--- src/rtl/axis_rxs_pkg.sv ---
// Shared definitions for the AXI Ethernet RX status stream parser.
// Holds the parser state encoding and the fixed status frame layout.
package axis_rxs_pkg;

    typedef enum logic [1:0] {
        IDLE    = 2'd0,
        HDR     = 2'd1,
        LEN     = 2'd2,
        DISCARD = 2'd3
    } rxs_state_t;

    localparam logic [3:0] RXS_FLAG     = 4'h5;
    localparam int         RXS_WORDS    = 6;
    localparam int         RXS_LEN_WORD = 5;
    localparam int         RXS_LEN_LSB  = 0;
    localparam int         RXS_LEN_MSB  = 15;

endpackage

--- src/rtl/rxs_len_fifo.sv ---
// Synchronous length buffer with registered storage, level reporting, and
// acceptance of a push while full when a pop happens in the same cycle.
module rxs_len_fifo #(
    parameter int WIDTH = 12,
    parameter int DEPTH = 16
) (
    input  logic                     aclk,
    input  logic                     areset,
    input  logic                     push,
    input  logic [WIDTH-1:0]         push_data,
    input  logic                     pop,
    output logic [WIDTH-1:0]         dout,
    output logic                     empty,
    output logic                     full,
    output logic [$clog2(DEPTH):0]   level
);

    localparam int AW = $clog2(DEPTH);
    localparam logic [AW:0] DEPTH_L = (AW+1)'(DEPTH);

    logic [WIDTH-1:0] mem [DEPTH];
    logic [AW-1:0]    wr_ptr;
    logic [AW-1:0]    rd_ptr;
    logic [AW:0]      count;
    logic             wr_en;
    logic             rd_en;

    assign empty = (count == '0);
    assign full  = (count == DEPTH_L);
    assign level = count;
    assign rd_en = pop && !empty;
    assign wr_en = push && (!full || rd_en);

    // Head entry is zeroed while empty so the reset value of the output is defined.
    assign dout = empty ? '0 : mem[rd_ptr];

    always_ff @(posedge aclk) begin
        if (wr_en) begin
            mem[wr_ptr] <= push_data;
        end
    end

    always_ff @(posedge aclk) begin
        if (areset) begin
            wr_ptr <= '0;
            rd_ptr <= '0;
            count  <= '0;
        end else begin
            if (wr_en) begin
                wr_ptr <= wr_ptr + 1'b1;
            end
            if (rd_en) begin
                rd_ptr <= rd_ptr + 1'b1;
            end
            case ({wr_en, rd_en})
                2'b10:   count <= count + 1'b1;
                2'b01:   count <= count - 1'b1;
                default: count <= count;
            endcase
        end
    end

endmodule

--- src/rtl/axis_rx_status_if.sv ---
// RX status stream parser: validates six-word status frames and emits the
// saturated byte count as a length stream. Macro RXS_ERR_CNT_EN adds error counters.
module axis_rx_status_if
    import axis_rxs_pkg::*;
#(
    parameter int C_S_AXIS_RXS_TDATA_WIDTH = 32,
    parameter int LEN_WIDTH                = 12,
    parameter int LEN_FIFO_DEPTH           = 16
) (
    input  logic                                s_axis_rxs_aclk,
    input  logic                                s_axis_rxs_areset,
    input  logic [C_S_AXIS_RXS_TDATA_WIDTH-1:0] s_axis_rxs_tdata,
    input  logic [3:0]                          s_axis_rxs_tkeep,
    input  logic                                s_axis_rxs_tvalid,
    input  logic                                s_axis_rxs_tlast,
    output logic                                s_axis_rxs_tready,
    output logic [LEN_WIDTH-1:0]                m_axis_len_tdata,
    output logic                                m_axis_len_tvalid,
    input  logic                                m_axis_len_tready,
    output logic                                rx_frame_err,
    output logic                                rx_len_drop,
    output logic [$clog2(LEN_FIFO_DEPTH):0]     len_fifo_level,
    output logic [15:0]                         err_frame_cnt,
    output logic [15:0]                         len_drop_cnt
);

    localparam logic [15:0] LEN_MAX = 16'((32'd1 << LEN_WIDTH) - 1);

    rxs_state_t           state, next_state;
    logic [2:0]           word_cnt, next_cnt;
    logic                 beat;
    logic                 flag_ok;
    logic                 frame_err;
    logic                 len_push;
    logic                 len_pop;
    logic                 fifo_full;
    logic                 fifo_empty;
    logic                 len_drop;
    logic [15:0]          byte_cnt;
    logic [LEN_WIDTH-1:0] len_val;
    logic                 unused_bits;

    assign unused_bits = ^{s_axis_rxs_tkeep, s_axis_rxs_tdata[27:16]};

    assign s_axis_rxs_tready = !s_axis_rxs_areset;
    assign beat     = s_axis_rxs_tvalid && s_axis_rxs_tready;
    assign flag_ok  = (s_axis_rxs_tdata[31:28] == RXS_FLAG);
    assign byte_cnt = s_axis_rxs_tdata[RXS_LEN_MSB:RXS_LEN_LSB];
    assign len_val  = (byte_cnt > LEN_MAX) ? '1 : byte_cnt[LEN_WIDTH-1:0];

    assign m_axis_len_tvalid = !fifo_empty;
    assign len_pop  = m_axis_len_tvalid && m_axis_len_tready;
    assign len_drop = len_push && fifo_full && !len_pop;

    always_ff @(posedge s_axis_rxs_aclk) begin
        if (s_axis_rxs_areset) begin
            state        <= IDLE;
            word_cnt     <= '0;
            rx_frame_err <= 1'b0;
            rx_len_drop  <= 1'b0;
        end else begin
            state        <= next_state;
            word_cnt     <= next_cnt;
            rx_frame_err <= frame_err;
            rx_len_drop  <= len_drop;
        end
    end

    // Word counter tracks words 1..4; word4 moves the parser onto the length word.
    always_comb begin
        next_state = state;
        next_cnt   = word_cnt;
        frame_err  = 1'b0;
        len_push   = 1'b0;
        if (beat) begin
            case (state)
                IDLE: begin
                    if (flag_ok && !s_axis_rxs_tlast) begin
                        next_cnt   = 3'd1;
                        next_state = HDR;
                    end else begin
                        frame_err  = 1'b1;
                        next_state = s_axis_rxs_tlast ? IDLE : DISCARD;
                    end
                end
                HDR: begin
                    if (s_axis_rxs_tlast) begin
                        frame_err  = 1'b1;
                        next_state = IDLE;
                    end else if (word_cnt == 3'(RXS_LEN_WORD - 1)) begin
                        next_state = LEN;
                    end else begin
                        next_cnt = word_cnt + 3'd1;
                    end
                end
                LEN: begin
                    if (s_axis_rxs_tlast) begin
                        len_push   = 1'b1;
                        next_state = IDLE;
                    end else begin
                        frame_err  = 1'b1;
                        next_state = DISCARD;
                    end
                end
                DISCARD: begin
                    if (s_axis_rxs_tlast) begin
                        next_state = IDLE;
                    end
                end
                default: next_state = IDLE;
            endcase
        end
    end

    rxs_len_fifo #(
        .WIDTH (LEN_WIDTH),
        .DEPTH (LEN_FIFO_DEPTH)
    ) u_len_fifo (
        .aclk      (s_axis_rxs_aclk),
        .areset    (s_axis_rxs_areset),
        .push      (len_push),
        .push_data (len_val),
        .pop       (len_pop),
        .dout      (m_axis_len_tdata),
        .empty     (fifo_empty),
        .full      (fifo_full),
        .level     (len_fifo_level)
    );

`ifdef RXS_ERR_CNT_EN
    // Counters update alongside their pulse registers and stick at all ones.
    always_ff @(posedge s_axis_rxs_aclk) begin
        if (s_axis_rxs_areset) begin
            err_frame_cnt <= '0;
            len_drop_cnt  <= '0;
        end else begin
            if (frame_err && (err_frame_cnt != 16'hFFFF)) begin
                err_frame_cnt <= err_frame_cnt + 16'd1;
            end
            if (len_drop && (len_drop_cnt != 16'hFFFF)) begin
                len_drop_cnt <= len_drop_cnt + 16'd1;
            end
        end
    end
`else
    assign err_frame_cnt = '0;
    assign len_drop_cnt  = '0;
`endif

endmodule

--- config.mk ---
export PLATFORM = sky130hd
export DESIGN_NAME = axis_rx_status_if
export DESIGN_NICKNAME = d
export VERILOG_FILES = /design/src/rtl/axis_rxs_pkg.sv /design/src/rtl/rxs_len_fifo.sv /design/src/rtl/axis_rx_status_if.sv
export SDC_FILE = /design/constraint.sdc
export NUM_CORES = 1
export LEC_CHECK = 0
export CORE_ASPECT_RATIO = 0.8
export CORE_MARGIN = 2
export CORE_UTILIZATION = 30
export DETAILED_ROUTE_END_ITERATION = 12
export GPL_ROUTABILITY_DRIVEN = 0
export HOLD_SLACK_MARGIN = 0.1
export PLACE_DENSITY = 0.48
export SKIP_LAST_GASP = 1
export SYNTH_ARGS = -nofsm -noshare
export SYNTH_HDL_FRONTEND = slang
export SYNTH_SLANG_ARGS = --single-unit
--- constraint.sdc ---
create_clock -name s_axis_rxs_aclk -period 8.9 [get_ports s_axis_rxs_aclk]
set_input_delay 0.89 -clock s_axis_rxs_aclk [delete_from_list [all_inputs] [get_ports s_axis_rxs_aclk]]
set_output_delay 0.89 -clock s_axis_rxs_aclk [all_outputs]
set_load 0.005 [all_outputs]
* Word-level counts from Yosys, hierarchy flattened *
Memory sizes are Yosys's and may differ from the RTL's. A register that Yosys moved wholly into a read port is not among the register bits.
Cells that the tools add are included.

storage, ports and cells
  bits in registers = 20
  memory bits (writable) = 192
  bits of input ports = 41
  logic and storage cells = 71
  memories = 1

cells by class
  $add $sub $neg = 5
  $lt $le $gt $ge = 1
  eq/ne operators = 13
  muxes and demuxes = 23
  bitwise gates (word level) = 1
  reduce and logical (&&, ||, !) cells = 20

memories
  name            words  bits a word  rd ports  clocked after Yosys merged registers in  wr ports  line                RTL
  u_len_fifo.mem  16     12           1         1                                        1         rxs_len_fifo.sv:21  logic [WIDTH-1:0] mem [DEPTH];

operators by type and width
  cell                                                             count
  two-way mux 12 bit                                               2
  greater-than comparator 16 x 12 -> 1 bit, second input constant  1
  two-way mux 2 bit                                                5
  case mux 5 bit (2 select lines)                                  1
  two-way mux 3 bit                                                3
  adder 4 x 1 -> 4 bit, second input constant                      2
  two-way mux 4 bit                                                2
  != test 2 bit, second input constant                             4
  case mux 2 bit (4 select lines)                                  1
  logical AND 1 bit                                                7
  two-way mux 1 bit                                                7
  equality test 2 bit, second input constant                       3
  case mux 3 bit (2 select lines)                                  1
  adder 5 x 1 -> 5 bit, second input constant                      1
  equality test 5 bit, second input constant                       1
  logical NOT 1 bit                                                5
  logical NOT 5 bit                                                1
  AND reduction 5 bit                                              1
  subtractor 5 x 1 -> 5 bit, second input constant                 1
  equality test 2 x 1 -> 1 bit, second input constant              2
  equality test 4 x 3 -> 1 bit, second input constant              1
  nonzero test 2 bit                                               2
  adder 3 x 1 -> 3 bit, second input constant                      1
  equality test 3 bit, second input constant                       1
  other kinds (7)                                                  7

* Longest topological paths before layout *
Gate-level depths: netlist of the first run.

  depth in word-level cells = 8
  mapped depth = 12
  gate-level depth less buffers = 10

* By module *
A second synthesis of the first run with hierarchy kept.

unflattened totals
  cell total of the unflattened synthesis = 524
  area, all modules = 9140.0 µm²

modules (own cells, without submodules)
  module             instances  cells an instance  area an instance (µm²)  seq. area each (µm²)
  rxs_len_fifo       1          433                8395.6                  6105.9
  axis_rx_status_if  1          91                 744.5                   140.1

* Worst setup path after synthesis of the first run *
No wires, ideal clock.

  kind = input port to flip-flop
  start = in s_axis_rxs_areset
  end = mem u_len_fifo.mem[15][0] (enable)
  library setup time = 0.412 ns
  data arrival time = 2.677 ns
  data required time = 8.488 ns
  path slack = 5.810 ns
  stages = 4
  buffers on the path = 1
  cell sequence = and4bb_2 o211ai_4 buf_6 nor4_1

on the way
  word-level cells in the longest chain between the ends = 6

ends and longest elaborated chain
  what                                     line                     RTL
  start: declaration                       axis_rx_status_if.sv:11  input logic s_axis_rxs_areset,
  logical NOT 1 bit                        axis_rx_status_if.sv:45  assign s_axis_rxs_tready = !s_axis_rxs_areset;
  logical AND 1 bit                        axis_rx_status_if.sv:46  assign beat = s_axis_rxs_tvalid && s_axis_rxs_tready;
  two-way mux 1 bit                        axis_rx_status_if.sv:75  if (beat) begin
  logical AND 1 bit                        rxs_len_fifo.sv:32       assign wr_en = push && (!full || rd_en);
  two-way mux 1 bit                        rxs_len_fifo.sv:38       if (wr_en) begin
  two-way mux 1 bit (implied by the code)  rxs_len_fifo.sv:39       mem[wr_ptr] <= push_data;
  end: declaration                         rxs_len_fifo.sv:21

Every way passes these cells.

==> run_results.csv, run 1 <==
group,metric,value,unit
status,status,"finished clean",
clock_network,cts_hold_buf,0,
finish,layout.nets,620,
place,place_ws,4.64,ns
timing,tightest_slew,1.07,ns
timing,slew_headroom,28.8,%
setup_path,critPathArrivalTime,3.26,ns
detailed_routing,avgRoutedWirePerCell,20.5,um
power_and_ir_drop,p_per_area,250,mW/mm^2
floorplanning,initial_utilization,30.6,%
finish,drive_gt1_share,18.0,%
synth,synth_edf_count,192,
setup_path,start_kind,"flop",
timing,maxSlewViolCount,0,
power_and_ir_drop,switchingPower,0.700,mW
timing,clock.fmax,241,MHz
setup_path,crit_type,"flop to primary output",
synth,netlist_area,0.00904,mm^2
synth,ys_ff_latch,216,
setup_path,end_kind,"primary output",
detailed_routing,viasPerCell,4.66,
clock_network,clk_latency,0.50,ns
clock_network,cts_made_buffers,22,
clock_network,cts_tree,"yes",
clock_network,postCtsSetupBuffers,0,
synth,synthFlopType,"edfxtp_1",
floorplanning,core,0.0295,mm^2
power_and_ir_drop,sw_frac_of_total,26.4,%
timing,finClkSkew,0.00834,ns
place,io_buffer_count,45,
synth,ys_async_sr_fraction,0,%
power_and_ir_drop,clock_power_share,35.6,%
worst_hold_path,min_path_type,"flop to flop",
power_and_ir_drop,p_leak,3.48,nW
global_routing,grt_first_pass_wirelength,30.3,mm
detailed_routing,num_vias,4617,
power_and_ir_drop,ir_worst_vdd,0.000140,V
timing,fin_crit,4.15,ns
synth,yosysSeqAreaShare,69.1,%
synth,netlist_instances,515,
timing,finalWorstSetupSlack,4.75,ns
synth,post-synth-top-area-cell,"edfxtp_1",
clock_network,cts.sinks,216,
timing,setup_viol,0,
finish,fin_util,35.9,%
detailed_routing,wl,20.3,mm
global_routing,grt_overflow,0,
global_routing,antenna_found_initial,0,
timing,rsz0062_at_grt,"false",
floorplanning,die_height,159,um
floorplanning,dieArea,0.0316,mm^2
synth,yosys_warnings,0,
global_routing,grt_usage,12.9,%
finish,area_delta_synth_final,17.2,%
clock_network,cts.repair.resized,0,
power_and_ir_drop,seqPwrFrac,42.8,%
clock_network,clock-root-buffer,"clkbuf_16",
run,drv_cap,0,
synth,synth_top_area_share,63.8,%
floorplanning,io_pins,94,
power_and_ir_drop,power.internal,1.95,mW
timing,hold_viol_final,0,
setup_path,required,8.01,ns
clock_network,cts.clk_slew.worst_paths,0.06,ns
global_routing,grt_pass1_vias,4867,
clock_network,h-tree-depth,1,
timing,fin_crit_sh,46.6,%
place,dp_hpwl,11.5,mm
clock_network,cts.path.max_buffers,3,
detailed_routing,ant_nets,0,
detailed_routing,drt-initial-drc-count,310,
detailed_routing,first_pass_iters,4,
finish,diodes,0,
synth,syn_avg_cell_area,17.6,um^2
synth,synth_cell_types,48,
floorplanning,die_w,198,um
setup_path,critPathMaxFanout,48,
global_routing,grt_max_degree,49,
power_and_ir_drop,comb_power_share,21.6,%
timing,tns,0,ns
floorplanning,num_rows,56,
synth,synth.area.top_cells,"edfxtp_1 (64%), mux4_2 (12%), dfxtp_1 (5.3%)",
detailed_routing,drc,0,
## final timing paths
check / from / to / slack (ns) / cells after the start
min reg2reg: word_cnt[1]$_SDFFE_PP0P_ / word_cnt[1]$_SDFFE_PP0P_ / 0.48 / 2
max reg2reg: u_len_fifo.level[0]$_SDFFE_PP0P_ / u_len_fifo.level[4]$_SDFFE_PP0P_ / 5.68 / 9
min: word_cnt[1]$_SDFFE_PP0P_ / word_cnt[1]$_SDFFE_PP0P_ / 0.48 / 2
max: flop / m_axis_len_tdata[4] / 4.75 / 6
## sequential cells by signal (all words and copies together) (netlist names), named ones only
register / cells
u_len_fifo.mem: 192
u_len_fifo.level: 5
state: 2
u_len_fifo.wr_ptr: 4
rx_len_drop: 1
rx_frame_err: 1
u_len_fifo.rd_ptr: 4
word_cnt: 3
## cell families (layout without fill, tap and decap cells)
group                      Yosys count  in the layout  synth area share [%]
buffers and inverters               69            107                  4.48
muxes                               66             66                  13.9
AOI/OAI and AO/OA                   51             51                  4.11
and+or+nand+nor                     95             95                  6.23
DFF                                216            216                  69.1
adders and majority gates           11             11                  1.52
other                                1             32                0.0415
xor gates and xnor gates             6              6                 0.581
## Yosys cell counts (2+ instances only)
master / instances
inv_1: 12
nor3_1: 6
nand3_1: 4
nor2b_1: 14
ha_1: 11
buf_1: 2
nor3b_1: 2
nor4bb_1: 2
o21ai_0: 4
buf_2: 15
nand4_1: 2
xnor2_1: 2
a21oi_1: 8
dfxtp_1: 24
o21a_1: 3
nor4_1: 6
mux4_2: 48
xor2_1: 4
clkbuf_1: 7
nand2_1: 9
a211oi_1: 25
nand2b_1: 16
and2_1: 12
edfxtp_1: 192
buf_4: 32
mux2i_1: 18
or3_1: 3
nor2_1: 12
## placed cells by master (no fill, tap or decap), types with 5 or more instances in the layout
master	n
edfxtp_1	192
mux4_2	48
clkdlybuf4s50_1	45
conb_1	32
a211oi_1	25
clkbuf_16	23
dfxtp_1	21
mux2i_1	18
nand2b_1	16
nor2b_1	14
inv_1	12
nor2_1	12
and2_1	12
ha_1	11
buf_4	10
nand2_1	9
a21oi_1	8
clkinv_2	8
nor3_1	6
nor4_2	5
## layout make-up
| type | instances | area [um^2] |
|---|---|---|
| inverters | 12 | 45.0 |
| repair buffers | 55 | 526 |
| fillers | 2766 | 18900 |
| well taps | 406 | 508 |
| multi-input cells | 261 | 2540 |
| flip-flops and latches | 216 | 6250 |
| clock buffers | 26 | 587 |
| clock inverters | 14 | 146 |
## metal layers
layer  track usage (%)  vias to the layer above  wire length [um]
li1                  -                     2083                 -
met1              18.0                     2419              9350
met2              21.4                       90              9800
met3              2.37                       25               837
met4              2.43                        0               282
met5                 0                        -                 0
## power groups by stage
stage          Sequential, mW  Clock (mW)  Combinational [mW]
3_5_place_dp             1.16           0               0.592
5_1_grt                  1.14        1.00               0.631
6_report                 1.13       0.945               0.574
4_1_cts                  1.13       0.966               0.592
3_3_place_gp             1.15           0               0.585
2_1_floorplan            1.15           0               0.348
## per-stage QoR
step | area [um^2] | power [mW] | instances | hold slack [ns]
after floorplan | 9160 | 1.50 | 546 | 0.451
after global placement | 9870 | 1.74 | 950 | 0.473
after detailed placement | 9870 | 1.75 | 950 | 0.479
after CTS | 10600 | 2.69 | 990 | 0.489
after global routing | 10600 | 2.77 | 990 | 0.528
final | 10600 | 2.65 | 990 | 0.484
## critical path, cell delays in order, from the launching register on
cell and delay (ns):
dfxtp_2 0.31, buf_4 0.68, mux4_2 0.59, nor2b_1 0.14
a211oi_1 0.44, a211oi_1 0.10, clkdlybuf4s50_1 0.47
Note: power is estimated with default switching activity, not from simulation.
==> run 2: changes to the inputs <==
clock period = 4 ns   (was 8.9 ns; I/O delays follow)
==> run_results.csv, run 2 (same netlist as run 1, synthesis figures left out) <==
group,metric,value,unit
finish,layout.nets,632,
finish,regMostFlops,"u_len_fifo.mem",
timing,clock.fmax,294,MHz
finish,fin_area,0.0107,mm^2
timing,tightest_slew,0.961,ns
clock_network,postCtsSetupBuffers,0,
finish,diodes,0,
setup_path,critPathMaxFanout,16,
timing,finClkSkew,0.0163,ns
floorplanning,die_height,159,um
detailed_routing,ant_nets,0,
setup_path,slowest_stage,"dfxtp_2",
clock_network,cts_made_buffers,23,
detailed_routing,wl,20.2,mm
floorplanning,io_pins,94,
clock_network,cts.repair.resized,0,
worst_hold_path,min_path_type,"flop to flop",
floorplanning,core,0.0295,mm^2
place,place_ws,0.731,ns
clock_network,cts.sinks,216,
global_routing,grt_pass1_vias,4980,
finish,stdcell_count,1001,
clock_network,clock-root-buffer,"clkbuf_16",
timing,slew_headroom,35.4,%
finish,n_fill_cell,2737,
setup_path,cp_common_cell,"a211oi_1",
timing,setup_viol,0,
setup_path,path_cells,"buf_4 -> mux4_2 -> a211oi_1 -> a211oi_1 -> clkdlybuf4s50_1",
detailed_routing,first_pass_iters,4,
clock_network,cts.path.max_buffers,3,
clock_network,clk_latency,0.51,ns
run,drv_cap,0,
timing,finalWorstSetupSlack,0.595,ns
setup_path,required,3.60,ns
floorplanning,num_rows,56,
detailed_routing,viasPerCell,4.64,
power_and_ir_drop,p_total,5.83,mW
finish,drive_gt1_share,19.2,%
clock_network,cts_tree,"yes",
timing,fin_crit,3.41,ns
detailed_routing,num_vias,4643,
global_routing,grt_overflow,0,
timing,fin_crit_sh,85.1,%
global_routing,antenna_found_initial,0,
place,dp.cells,961,
detailed_routing,avgRoutedWirePerCell,20.1,um
power_and_ir_drop,ir_worst_vdd,0.000367,V
place,dpl-instance-area,0.00999,mm^2
setup_path,critPathMaxStageDelay,0.55,ns
setup_path,crit_type,"flop to primary output",
global_routing,grt_max_degree,27,
finish,largest_reg_flops,192,
timing,rsz0062_at_grt,"false",
finish,final_cell_mix,"edfxtp_1 (192), mux4_2 (48), clkdlybuf4s50_1 (45)",
floorplanning,dieArea,0.0316,mm^2
finish,final_common_cell,"edfxtp_1",
clock_network,h-tree-depth,1,
detailed_routing,drc,0,
setup_path,worst-path-buf-inv,2,
timing,holdWs,0.530,ns
global_routing,grt_first_pass_wirelength,30.4,mm
timing,tns,0,ns
setup_path,start_kind,"flop",
finish,fin_util,36.3,%
floorplanning,initial_utilization,30.6,%
floorplanning,die_w,198,um
timing,hold_viol_final,0,
global_routing,grt_usage,13.1,%
detailed_routing,drt-initial-drc-count,276,
finish,area_delta_synth_final,18.4,%
status,status,"finished clean",
place,io_buffer_count,45,
timing,maxSlewViolCount,0,
place,dp_hpwl,12.8,mm
clock_network,cts_hold_buf,0,
power_and_ir_drop,p_leak,3.53,nW
setup_path,end_kind,"primary output",
setup_path,critPathArrivalTime,3.01,ns
setup_path,critPathTopFamily,"buffers and inverters",
clock_network,cts.clk_slew.worst_paths,0.06,ns
power_and_ir_drop,p_per_area,545,mW/mm^2
run 2: cell types whose count changed in the layout (fill, tap and decap cells not counted):
cell and delta:
bufinv_16 -2, buf_12 +3, clkinv_1 +2, clkinv_8 +1, clkbuf_8 +3, buf_4 +8, clkinv_2 -4
run 2: power breakdown:
group	switching, mW	internal (mW)	total (mW)	leakage (nW)
registers	0.0991	2.47	2.57	2.10
clock network	0.845	1.17	2.02	0.356
logic	0.596	0.649	1.24	1.07
total	1.54	4.29	5.83	3.53
run 2: area by class of cell:
class	count	area [um^2]	area share (%)
flip-flops and latches	216	6250	58.4
multi-input cells	261	2540	23.7
repair buffers	66	646	6.03
clock buffers	29	628	5.87
clock inverters	11	90.1	0.842
inverters	12	45.0	0.421
well taps	406	508	4.75
run 2: final timing paths:
path	start	end	slack, ns	cells past startpoint
worst min register to register	word_cnt[0]$_SDFFE_PP0P_	word_cnt[0]$_SDFFE_PP0P_	0.53	1
worst max register to register	u_len_fifo.level[0]$_SDFFE_PP0P_	u_len_fifo.level[4]$_SDFFE_PP0P_	0.77	9
worst min-delay path	word_cnt[0]$_SDFFE_PP0P_	word_cnt[0]$_SDFFE_PP0P_	0.53	1
worst max-delay path	flop	m_axis_len_tdata[4]	0.59	5
run 2: layer usage:
layer	routed length (um)	GRT usage, %	vias up
li1	-	-	2106
met1	8880	18.1	2364
met2	9360	21.1	138
met3	1490	2.61	35
met4	419	3.35	0
met5	0	0	-
